[src/rtl/br_flow_demux_select_skid.sv]
// Demux with a 2-entry skid buffer: one ordered queue feeds all flows, and the head entry is steered to its selected flow.
// push_ready comes straight from state flops, so this block cuts every ready path back to the source.

module br_flow_demux_select_skid_lane #(
   parameter int Width = 1,
   parameter int SelW  = 1,
   parameter int Idx   = 0
) (
   input  logic             main_valid,
   input  logic [SelW-1:0]  main_sel,
   input  logic [Width-1:0] main_data,
   output logic             pop_valid,
   output logic [Width-1:0] pop_data
);
   assign pop_valid = main_valid && (main_sel == SelW'(Idx));
   assign pop_data  = main_data;
endmodule

module br_flow_demux_select_skid #(
   parameter int NumFlows                  = 2,
   parameter int Width                     = 1,
   parameter int EnableAssertFinalNotValid = 1
) (
   input  logic                               clk,
   input  logic                               rst,
   output logic                               push_ready,
   input  logic                               push_valid,
   input  logic [Width-1:0]                   push_data,
   input  logic [$clog2(NumFlows)-1:0]        push_select,
   input  logic [NumFlows-1:0]                pop_ready,
   output logic [NumFlows-1:0]                pop_valid,
   output logic [NumFlows-1:0][Width-1:0]     pop_data
);
   localparam int SelW = $clog2(NumFlows);

   typedef struct packed {
      logic [Width-1:0] data;
      logic [SelW-1:0]  sel;
   } entry_t;

   typedef enum logic [1:0] {
      EMPTY = 2'b00,
      ONE   = 2'b01,
      FULL  = 2'b11
   } state_e;

   state_e state, state_nxt;
   entry_t main_q, skid_q, push_e;
   logic   main_valid, skid_valid, push_acc, pop;
   logic   load_main_push, load_main_skid, load_skid;

   assign main_valid = (state != EMPTY);
   assign skid_valid = (state == FULL);
   assign push_ready = !skid_valid;
   assign push_e     = '{data: push_data, sel: push_select};
   assign push_acc   = push_valid && push_ready;
   assign pop        = main_valid && pop_ready[main_q.sel];

   always_ff @(posedge clk or negedge rst) begin
      if (!rst) state <= EMPTY;
      else      state <= state_nxt;
   end

   always_comb begin
      state_nxt      = state;
      load_main_push = 1'b0;
      load_main_skid = 1'b0;
      load_skid      = 1'b0;
      case (state)
         EMPTY: if (push_acc) begin
            load_main_push = 1'b1;
            state_nxt      = ONE;
         end
         ONE: begin
            if (pop && push_acc) begin
               load_main_push = 1'b1;
            end else if (pop) begin
               state_nxt = EMPTY;
            end else if (push_acc) begin
               load_skid = 1'b1;
               state_nxt = FULL;
            end
         end
         FULL: if (pop) begin
            load_main_skid = 1'b1;
            state_nxt      = ONE;
         end
         default: state_nxt = EMPTY;
      endcase
   end

   // Payload flops carry no reset; validity lives entirely in the state register.
   always_ff @(posedge clk) begin
      if (load_main_push)      main_q <= push_e;
      else if (load_main_skid) main_q <= skid_q;
      if (load_skid)           skid_q <= push_e;
   end

   for (genvar i = 0; i < NumFlows; i++) begin : g_lane
      br_flow_demux_select_skid_lane #(
         .Width (Width),
         .SelW  (SelW),
         .Idx   (i)
      ) u_lane (
         .main_valid (main_valid),
         .main_sel   (main_q.sel),
         .main_data  (main_q.data),
         .pop_valid  (pop_valid[i]),
         .pop_data   (pop_data[i])
      );
   end

`ifndef SYNTHESIS
   a_push_sel_range: assert property (@(posedge clk) disable iff (!rst)
      push_valid |-> int'(push_select) < NumFlows);
   a_push_stable: assert property (@(posedge clk) disable iff (!rst)
      push_valid && !push_ready |=> push_valid && $stable(push_data) && $stable(push_select));
   a_pop_stable: assert property (@(posedge clk) disable iff (!rst)
      main_valid && !pop_ready[main_q.sel] |=> $stable(pop_valid) && $stable(pop_data));
   a_pop_onehot: assert property (@(posedge clk) disable iff (!rst) $onehot0(pop_valid));

   c_full: cover property (@(posedge clk) disable iff (!rst) state == FULL);
   c_b2b_diff: cover property (@(posedge clk) disable iff (!rst)
      push_acc ##1 (push_acc && push_select != $past(push_select)));
   c_pop_last: cover property (@(posedge clk) disable iff (!rst)
      pop && main_q.sel == SelW'(NumFlows - 1));

   if (EnableAssertFinalNotValid != 0) begin : g_final
      final assert (pop_valid == '0);
   end
`endif
endmodule

[config.mk]
export PLATFORM = sky130hd
export DESIGN_NAME = br_flow_demux_select_skid
export DESIGN_NICKNAME = d
export VERILOG_FILES = /design/src/rtl/br_flow_demux_select_skid.sv
export SDC_FILE = /design/constraint.sdc
export NUM_CORES = 1
export LEC_CHECK = 0
export CORE_AREA = 2 2 39 41
export CTS_CLUSTER_DIAMETER = 120
export DETAILED_ROUTE_END_ITERATION = 10
export DIE_AREA = 0 0 41 43
export HOLD_SLACK_MARGIN = 0.12
export SLEW_MARGIN = 10
export SYNTH_ARGS = -nofsm -noshare
export SYNTH_HDL_FRONTEND = slang
export SYNTH_SLANG_ARGS = --single-unit
[constraint.sdc]
create_clock -name clk -period 4.6 [get_ports clk]
set_clock_uncertainty 0.15 [all_clocks]
set_input_delay 0.69 -clock clk [delete_from_list [all_inputs] [get_ports clk]]
set_output_delay 0.69 -clock clk [all_outputs]
set_load 0.005 [all_outputs]
==> PnR_summary.wiki <==
{| class="wikitable"
! Metric !! Value
|-
| Pins over their slew limit || 0
|-
| Worst-case vdd ir drop || 0.177 mV
|-
| Clock-pin slew on the worst setup and hold paths || 0.05 ns
|-
| Die H || 43 um
|-
| Largest incremental delay on the critical path || 0.51 ns
|-
| Full die area || 1760 um^2
|-
| Setup crit start kind || flop
|-
| Number of buffers created by CTS || 3
|-
| Final Net Count || 62
|-
| Worst hold stages || 1
|-
| Detailed-route via count || 298
|-
| Horizontal extent of the die || 41 um
|-
| Standard cell core area || 1380 um^2
|-
| Cell type of the slowest stage on the worst timing path || sky130_fd_sc_hd__clkdlybuf4s50_1
|-
| Minimum hold slack || 0.377 ns
|-
| Routed wire per std cell || 9.88 um
|-
| Average size of a mapped cell || 10.7 um^2
|-
| Top-Level Pins || 12
|-
| Relative slew slack || 79.1%
|-
| Highest attainable clock frequency || 406 MHz
|-
| Via count of the first global-routing pass || 301
|-
| Per-cell via count in the routed design || 4.52
|-
| Final critical-path share of the clock period || 53.6%
|-
| Synthesized net count || 50
|-
| Level count of the clock H-tree || 1
|-
| Shortest period the worst path allows || 2.47 ns
|-
| Run status || complete, no violations
|-
| Wire length of the first global-routing pass || 1170 um
|-
| Clk_lat worst skew || 0.24 ns
|-
| Actual slew at the worst max-slew pin || 0.307 ns
|-
| Number of standard-cell rows in the floorplan || 14
|-
| Setup repair after global routing missed its margin || false
|-
| Critical path fanouts, max || 8
|-
| Total of buffers placed on input and output ports || 11
|-
| HP Class || flop to flop
|-
| Critical Setup Path Class || flop to output port
|-
| DRC violation count after routing || 0
|-
| # Post-CTS Setup Buffers || 0
|-
| Total Negative Setup Slacks || 0 ns
|-
| Largest net degree at the start of global routing || 9
|-
| Synthesis-to-finish area growth || 30.1%
|-
| Number of setup violations in the final report || 0
|-
| Share of synthesized flip-flops with an asynchronous set or reset || 33.3%
|-
| Max Root-Sink Buffers || 2
|-
| Post-detailed-placement half-perimeter wirelength || 536 um
|-
| Root cell of the clock tree || sky130_fd_sc_hd__clkbuf_4
|-
| Number of buffers inserted for hold repair after clock tree synthesis || 0
|-
| Post-synth top flop || sky130_fd_sc_hd__edfxtp_1
|-
| Critical path, cell by cell || inv_1, ha_1, nor2b_1, clkdlybuf4s50_1
|-
| Post-Syn Instances || 39
|-
| Number of max-cap violations || 0
|-
| Seq/Total Area, Yosys || 40.6%
|-
| Inserted Diodes || 0
|-
| Clock tree from TritonCTS || done
|-
| Iteration-0 DRC count of the detailed router || 7
|-
| Crit. End Element || output port
|-
| Leakage power || 0.229 nW
|-
| Wire length reported by the detailed router || 652 um
|-
| Data required, critical path || 3.76 ns
|-
| Count of different cell masters after synthesis || 17
|-
| Initial antenna violation count || 0
|-
| Number of synthesized register bits || 6
|-
| Initial cell density of the core || 30.3%
|-
| Power per cell area || 549 nW/um^2
|-
| Critical path data arrival time || 1.63 ns
|-
| Ratio of cells with drive above 1 in the final layout || 10.0%
|-
| Num Clock Sinks || 6
|-
| Pre-antenna DRT Iters || 2
|-
| Yosys Warn Count || 0
|-
| Post-layout total power || 0.000300 W
|-
| Count of endpoints failing hold in the final timing report || 0
|-
| Residual overflow from global routing || 0
|-
| Final weighted congestion of routability-driven global placement || 0.630
|-
| GRT Util Overall || 9.84%
|-
| Post-synth design cell area || 419 um^2
|-
| Cell depth of the worst flop-to-flop path || 5
|-
| Number of enable-type register cells in the synthesized netlist || 4
|-
| Resized cells post-CTS || 0
|-
| Detail Route Antenna Nets || 0
|}
==> placed cells by master, fill, tap and decap left out <==
cell                              count
sky130_fd_sc_hd__nor2_1               4
sky130_fd_sc_hd__edfxtp_1             4
sky130_fd_sc_hd__clkbuf_4             3
sky130_fd_sc_hd__or3_1                1
sky130_fd_sc_hd__nand3b_1             1
sky130_fd_sc_hd__o2bb2ai_1            1
sky130_fd_sc_hd__o211ai_2             1
sky130_fd_sc_hd__mux2i_2              1
sky130_fd_sc_hd__o21ai_0              3
sky130_fd_sc_hd__a21oi_1              3
sky130_fd_sc_hd__dfrtp_1              2
sky130_fd_sc_hd__nor2b_1              2
sky130_fd_sc_hd__o211a_1              1
sky130_fd_sc_hd__a21o_1               1
sky130_fd_sc_hd__clkbuf_1             1
sky130_fd_sc_hd__clkdlybuf4s50_1     11
sky130_fd_sc_hd__mux2_1               3
sky130_fd_sc_hd__inv_1                3
sky130_fd_sc_hd__ha_1                 4
==> kinds of logic after synthesis <==
logic type                 after synthesis  synth area share (%)
adders and majority gates                4                  11.9
and+or+nand+nor                          8                  9.85
AOI/OAI and AO/OA                       10                  16.4
DFF                                      6                  40.6
muxes                                    4                  11.3
buffers and inverters                    7                  9.85
==> registers in the layout (all words and copies together) (netlist names) <==
name,flops
skid_q,2
state,2
main_q,2
==> path summary, 6_finish.rpt <==
path	from	slack, ns	endpoint
setup / recovery	state[1]	2.13	pop_valid[1]
hold / removal	skid_q[0]	0.38	main_q[0]
setup reg to reg	state[1]	2.69	state[0]
hold reg to reg	skid_q[0]	0.38	main_q[0]
max in group asynchronous	rst	3.71	state[1]
min in group asynchronous	rst	0.47	state[0]
==> per-layer routing <==
| layer | GRT usage, % | routed length (um) |
|---|---|---|
| met5 | 0 | 0 |
| met4 | 6.00 | 0 |
| met3 | 3.14 | 34 |
| met2 | 13.8 | 318 |
| met1 | 12.6 | 299 |
==> worst max-delay path: cells and delay by family, from the launching register on <==
| family | cells | cell delay, ns |
|---|---|---|
| and+or+nand+nor | 1 | 0.14 |
| buffers and inverters | 2 | 0.59 |
| adders and majority gates | 1 | 0.26 |
| DFF | 1 | 0.40 |
==> Yosys cell counts (2+ instances only) <==
| cell type | n | area [um^2] |
|---|---|---|
| sky130_fd_sc_hd__buf_4 | 4 | 30.0 |
| sky130_fd_sc_hd__inv_1 | 3 | 11.3 |
| sky130_fd_sc_hd__edfxtp_1 | 4 | 120 |
| sky130_fd_sc_hd__mux2_1 | 3 | 33.8 |
| sky130_fd_sc_hd__dfrtp_1 | 2 | 50.1 |
| sky130_fd_sc_hd__nor2_1 | 4 | 15.0 |
| sky130_fd_sc_hd__a21oi_1 | 3 | 15.0 |
| sky130_fd_sc_hd__ha_1 | 4 | 50.1 |
| sky130_fd_sc_hd__o21ai_0 | 3 | 15.0 |
| sky130_fd_sc_hd__nor2b_1 | 2 | 12.5 |
==> metrics by stage <==
step | util [%] | cell area [um^2] | std cells | setup WS, ns
finish | 39.4 | 546 | 66 | 2.13
global route | 39.4 | 546 | 66 | 2.00
CTS | 39.4 | 546 | 66 | 2.10
detailed placement | 37.5 | 519 | 62 | 2.14
global placement | 37.5 | 519 | 62 | 2.15
floorplan | - | 419 | 39 | 2.67
==> where the power goes <==
group,switching [W],internal (W)
clock,0.0000193,0.0000329
combinational,0.0000699,0.0000841
sequential,0.0000129,0.0000804
==> layout make-up <==
cell class / count / area (um^2)
Inverter: 3 / 11.3
Timing Repair Buffer: 11 / 110
Tap cell: 16 / 20.0
Clock buffer: 4 / 26.3
Fill cell: 151 / 838
Sequential cell: 6 / 170
Multi-Input combinational cell: 26 / 208
(Power assumes the default switching activity.)
